**config.mk**
```make
export PLATFORM = sky130hd
export DESIGN_NAME = functional_lane_apply
export DESIGN_NICKNAME = d
export VERILOG_FILES = /design/src/rtl/functional_lane_apply.sv
export SDC_FILE = /design/constraint.sdc
export NUM_CORES = 1
export LEC_CHECK = 0
export CAP_MARGIN = 20
export CORE_MARGIN = 8
export CORE_UTILIZATION = 44
export CTS_BUF_LIST = sky130_fd_sc_hd__clkbuf_4 sky130_fd_sc_hd__clkbuf_8
export CTS_CLUSTER_DIAMETER = 50
export DETAILED_ROUTE_END_ITERATION = 10
export GPL_TIMING_DRIVEN = 0
export HOLD_SLACK_MARGIN = 0.02
export PLACE_DENSITY_LB_ADDON = 0.05
export SETUP_SLACK_MARGIN = 0.5
export SYNTH_ARGS = -nofsm -noshare
export SYNTH_HDL_FRONTEND = slang
export SYNTH_SLANG_ARGS = --single-unit
```
**constraint.sdc**
```tcl
create_clock -name CLK -period 2.11 [get_ports CLK]
set_input_delay 0.3165 -clock CLK [delete_from_list [all_inputs] [get_ports CLK]]
set_output_delay 0.3165 -clock CLK [all_outputs]
set_load 0.01 [all_outputs]
```
**src/rtl/functional_lane_apply.sv**
```systemverilog
// functional_lane_apply
//   Partner-side half of the functional-lane decision during mainband repair.
//   It waits for the remote die's functional-lane sideband message and decodes
//   the remote 2-bit lane code into the RX lane-enable mask. It decodes the
//   local code into the TX mask, then returns ACK/NAK over a valid/ready
//   handshake.
//
//   Lane code: 11 all lanes, 10 upper half, 01 lower half, 00 none.
//
//   Optional build macro FLA_SYMMETRIC_EN: both masks become the AND of the two
//   decoded masks, so the link runs at the common width. If that AND is empty,
//   the response is NAK and o_error is set.
//
// Ports
//   CLK, rst_n        clock; asynchronous active-low reset
//   start_apply       single-cycle start, honoured only in IDLE
//   i_local_lanes     local TX lane code
//   i_sb_msg_valid    remote lane message present (accepted only in WAIT_MSG)
//   i_sb_msg_lanes    remote TX lane code
//   i_sb_resp_ready   sideband accepts the response
//   o_rx_lane_enable  RX lane mask
//   o_tx_lane_enable  TX lane mask
//   o_sb_resp_valid   response valid
//   o_sb_resp_code    01 ACK, 10 NAK
//   o_width_degraded  either mask is not all-ones
//   o_error           sticky error, cleared by an accepted start
//   o_timeout         sticky timeout, cleared by an accepted start
//   done_apply        one-cycle completion pulse
//   dbg_state         current FSM state (IDLE=0, WAIT_MSG=1, RESP=2, DONE=3)
//
// Handshake: a response transfers on the rising edge where o_sb_resp_valid and
// i_sb_resp_ready are both high. Once valid is raised, it stays high and
// o_sb_resp_code stays stable until that transfer. Valid drops in the
// following cycle. Ready never influences valid.
module functional_lane_apply #(
  parameter int TIMEOUT_CYCLES = 8000,
  parameter int NUM_LANES      = 16
) (
  input  logic                 CLK,
  input  logic                 rst_n,
  input  logic                 start_apply,
  input  logic [1:0]           i_local_lanes,
  input  logic                 i_sb_msg_valid,
  input  logic [1:0]           i_sb_msg_lanes,
  input  logic                 i_sb_resp_ready,
  output logic [NUM_LANES-1:0] o_rx_lane_enable,
  output logic [NUM_LANES-1:0] o_tx_lane_enable,
  output logic                 o_sb_resp_valid,
  output logic [1:0]           o_sb_resp_code,
  output logic                 o_width_degraded,
  output logic                 o_error,
  output logic                 o_timeout,
  output logic                 done_apply,
  output logic [1:0]           dbg_state
);

  localparam int HALF = NUM_LANES / 2;
  localparam int CW   = (TIMEOUT_CYCLES > 2) ? $clog2(TIMEOUT_CYCLES) : 1;
  localparam logic [CW-1:0]        CNT_LAST  = CW'(TIMEOUT_CYCLES - 1);
  localparam logic [NUM_LANES-1:0] ALL_ONES  = '1;
  localparam logic [1:0]           CODE_ACK  = 2'b01;
  localparam logic [1:0]           CODE_NAK  = 2'b10;

  typedef enum logic [1:0] {
    IDLE     = 2'd0,
    WAIT_MSG = 2'd1,
    RESP     = 2'd2,
    DONE     = 2'd3
  } state_t;

  state_t        state;
  logic [CW-1:0] cnt;

  function automatic logic [NUM_LANES-1:0] decode_lanes(input logic [1:0] code);
    logic [NUM_LANES-1:0] m;
    m = '0;
    if (code[1]) m[NUM_LANES-1:HALF] = '1;
    if (code[0]) m[HALF-1:0]         = '1;
    return m;
  endfunction

  // Candidate masks and verdict for a message accepted this cycle.
  logic [NUM_LANES-1:0] dec_rx, dec_tx, new_rx, new_tx;
  logic                 new_ok;

  always_comb begin
    dec_rx = decode_lanes(i_sb_msg_lanes);
    dec_tx = decode_lanes(i_local_lanes);
`ifdef FLA_SYMMETRIC_EN
    new_rx = dec_rx & dec_tx;
    new_tx = new_rx;
    new_ok = |new_rx;
`else
    new_rx = dec_rx;
    new_tx = dec_tx;
    new_ok = (|i_sb_msg_lanes) && (|i_local_lanes);
`endif
  end

  always_ff @(posedge CLK or negedge rst_n) begin
    if (!rst_n) begin
      state            <= IDLE;
      cnt              <= '0;
      o_rx_lane_enable <= ALL_ONES;
      o_tx_lane_enable <= ALL_ONES;
      o_sb_resp_valid  <= 1'b0;
      o_sb_resp_code   <= 2'b00;
      o_width_degraded <= 1'b0;
      o_error          <= 1'b0;
      o_timeout        <= 1'b0;
      done_apply       <= 1'b0;
    end else begin
      done_apply <= 1'b0;
      case (state)
        IDLE: begin
          // Remote messages that arrive here are dropped, not buffered.
          if (start_apply) begin
            state     <= WAIT_MSG;
            cnt       <= '0;
            o_error   <= 1'b0;
            o_timeout <= 1'b0;
          end
        end
        WAIT_MSG: begin
          // A message takes priority over a timeout that expires in the same cycle.
          if (i_sb_msg_valid) begin
            o_rx_lane_enable <= new_rx;
            o_tx_lane_enable <= new_tx;
            o_width_degraded <= (new_rx != ALL_ONES) || (new_tx != ALL_ONES);
            o_sb_resp_valid  <= 1'b1;
            o_sb_resp_code   <= new_ok ? CODE_ACK : CODE_NAK;
            if (!new_ok) o_error <= 1'b1;
            state <= RESP;
          end else if (cnt == CNT_LAST) begin
            o_error   <= 1'b1;
            o_timeout <= 1'b1;
            state     <= DONE;
          end else begin
            cnt <= cnt + 1'b1;
          end
        end
        RESP: begin
          if (i_sb_resp_ready) begin
            o_sb_resp_valid <= 1'b0;
            state           <= DONE;
          end
        end
        DONE: begin
          done_apply <= 1'b1;
          state      <= IDLE;
        end
        default: state <= IDLE;
      endcase
    end
  end

  assign dbg_state = state;

endmodule

```
==> results <==
[worst paths after layout]
check | start | slack [ns] | depth (start not counted) | end
max in group asynchronous | rst_n | 1.16 | 2 | o_tx_lane_enable[14]$_DFFE_PN1P_
hold / removal | rst_n | 0.36 | 1 | cnt[5]$_DFFE_PN0P_
setup reg to reg | cnt[1]$_DFFE_PN0P_ | 0.30 | 7 | cnt[12]$_DFFE_PN0P_
setup / recovery | o_rx_lane_enable[14]$_DFFE_PN1P_ | 0.25 | 2 | o_rx_lane_enable[13]
hold reg to reg | o_width_degraded$_DFFE_PN0P_ | 0.48 | 1 | o_width_degraded$_DFFE_PN0P_
min in group CLK | o_width_degraded$_DFFE_PN0P_ | 0.48 | 1 | o_width_degraded$_DFFE_PN0P_
[registers in the layout (all words and copies together), names as in the netlist, 2 cells and up]
signal / flops
o_tx_lane_enable: 2
cnt: 13
o_sb_resp_code: 2
o_rx_lane_enable: 2
dbg_state: 2
[cell type report]
class / count / share of cell area
Multi-Input combinational cell: 102 / 0.342
Buffer: 33 / 0.0982
Sequential cell: 26 / 0.243
Clock buffer: 4 / 0.0203
Tap cell: 48 / 0.0221
Inverter: 8 / 0.0111
Timing Repair Buffer: 81 / 0.263
[synth_stat cells, types with 2 or more instances]
cell type	number
nand2b_1	2
nor4_1	3
a221o_1	2
dfrtp_1	22
nor3b_1	2
ha_1	5
mux2_2	7
mux2i_1	3
o221ai_1	2
a21o_1	4
buf_4	28
a21oi_1	6
nand2_1	9
nor2_1	9
inv_1	8
o21ai_0	5
nand3_1	3
clkbuf_1	3
nand4_1	3
o211ai_1	2
a22o_1	5
dfstp_2	4
nor3_1	4
[routing by layer]
metal,up-vias,wire length (um),GRT usage
met4,0,68,0.0537
met3,7,289,0.0311
met1,774,2160,0.175
met2,59,2460,0.270
li1,761,-,-
met5,-,0,0
[where the power goes]
part           switching, mW  internal [mW]
clock network          0.171          0.168
registers              0.130          0.668
logic                  0.994           1.43
[cells by family (layout without fill, tap and decap cells)]
family | after synthesis | in the layout | synth area share
mux | 10 | 10 | 0.0645
buf+inv | 41 | 126 | 0.160
simple gates | 51 | 51 | 0.188
compound gates | 35 | 35 | 0.157
flops | 26 | 26 | 0.388
xor+xnor | 1 | 1 | 0.00519
fa+ha+maj | 5 | 5 | 0.0371
[timing repair]
action                                  CTS  global route
endpoints found under the hold margin     0             0
endpoints found under the setup margin   55            49
setup buffers                            24             7
resized for setup                        62            32
pin swaps                                11             7
[worst register-to-register path: stages, from the launching register on]
cell and delay [ns]:
dfrtp_1 0.41, ha_4 0.17, and3b_2 0.19, and4_4 0.21, buf_8 0.12, buf_4 0.15, and4bb_2 0.23, a211o_1 0.22
==> flow_summary.yaml <==
clock_tree:
  cts_made_buffers: 3
  cts_hold_buffers: 0
  cts_sinks: 26
  clockBufferDepth: 2
  htreeDepth: 1
  cts_tree: "built"
  clk_pin_slew_ns: 0.10
  clk_latency_ns: 0.28
  cts_root_buf: "clkbuf_8"
outcome:
  status: "finished clean"
yosys:
  async_flop_share: 1.00
  synth-edff-count: 0
  synthTopCellsByArea: "dfrtp_1 (33%), buf_4 (12%), dfstp_2 (6.2%)"
  ys.flop_type: "dfrtp_1"
  syn_area_per_cell_um2: 9.99
  ys_ff_latch: 26
  synth_warnings: 0
  syn_area_um2: 1690
  yosysTopAreaCell: "dfrtp_1"
  yosysSeqAreaShare: 0.388
  yosys.area.top_type_share: 0.326
  syn_inst: 169
  synth.distinct_cells: 51
  syn_nets: 183
job:
  maxCapViolCount: 0
timing:
  hold_viol: 0
  worstMarginPinSlew_ns: 0.500
  fmax_mhz: 538
  slew_viol_final: 0
  setup_violations: 0
  relSlewSlack: 0.666
  fin_tns_setup_ns: 0
  fin_crit_sh: 0.880
  whs_ns: 0.356
  clock_skew_ns: 0.0128
  rsz0062_at_grt: "true"
  period_needed_ns: 1.86
  setup_slack_ns: 0.253
pwr:
  finalPower_mw: 3.56
  power_density_nw_per_um2: 1310
  power.leakage_nw: 1.24
  ir_drop_mv: 0.923
finish:
  final_cell_mix: "buf_4 (49), clkdlybuf4s50_1 (30), dfrtp_1 (18)"
  fin_area_um2: 2710
  layout_commonest_cell: "buf_4"
  fin_util: 0.736
  nFillCells: 258
  multi_input_area_um2: 928
  drive_gt1_frac: 0.504
  fin_nets: 269
  layout.cells.non_filler: 302
  num_antenna_cells: 0
  seqCellArea_um2: 661
  synthToLayoutAreaGrowth_pct: 60.8
critical_path:
  path_max_fanout: 9
  slowest_stage: "dfstp_2"
  worstSetupPathType: "reg2out"
  cp_slowest_stage_delay_ns: 0.61
  cp-start-kind: "flip-flop"
  crit_chain: "buf_4 > clkdlybuf4s50_1"
  critPathBufInv: 2
  critical_path.top_delay_family: "buffers and inverters"
  worstPathRequired_ns: 1.79
  worstSetupEndpointType: "output pin"
  critical_path_arrival_ns: 1.54
floorplanning:
  dieArea_um2: 6070
  die_y_um: 77.9
  core_um2: 3690
  num_rows: 22
  die_w_um: 77.9
  initial_core_util: 0.458
  io_pins: 50
place:
  dp_cells: 267
  placed_cell_area_um2: 2310
  gp_congestion: 0.832
  place_ws_ns: 0.0452
  io_buffer_count: 49
  hpwl_um: 3170
worst_hold_path:
  hp-class: "in2async"
grt:
  grt_usage: 0.152
  first_global_vias: 1660
  grt-ovfl-total: 0
  grt_max_degree: 18
  antenna_found_initial: 0
  grt_pass1_wl_um: 7750
drt:
  postRouteAntennaNets: 0
  drtIter0Drc: 94
  drc: 0
  via_per_inst: 5.30
  drtPass1Iterations: 4
  wl_um: 4970
  via_count: 1601
  avgRoutedWirePerCell_um: 16.5
Note: power is estimated with default switching activity, not from simulation.
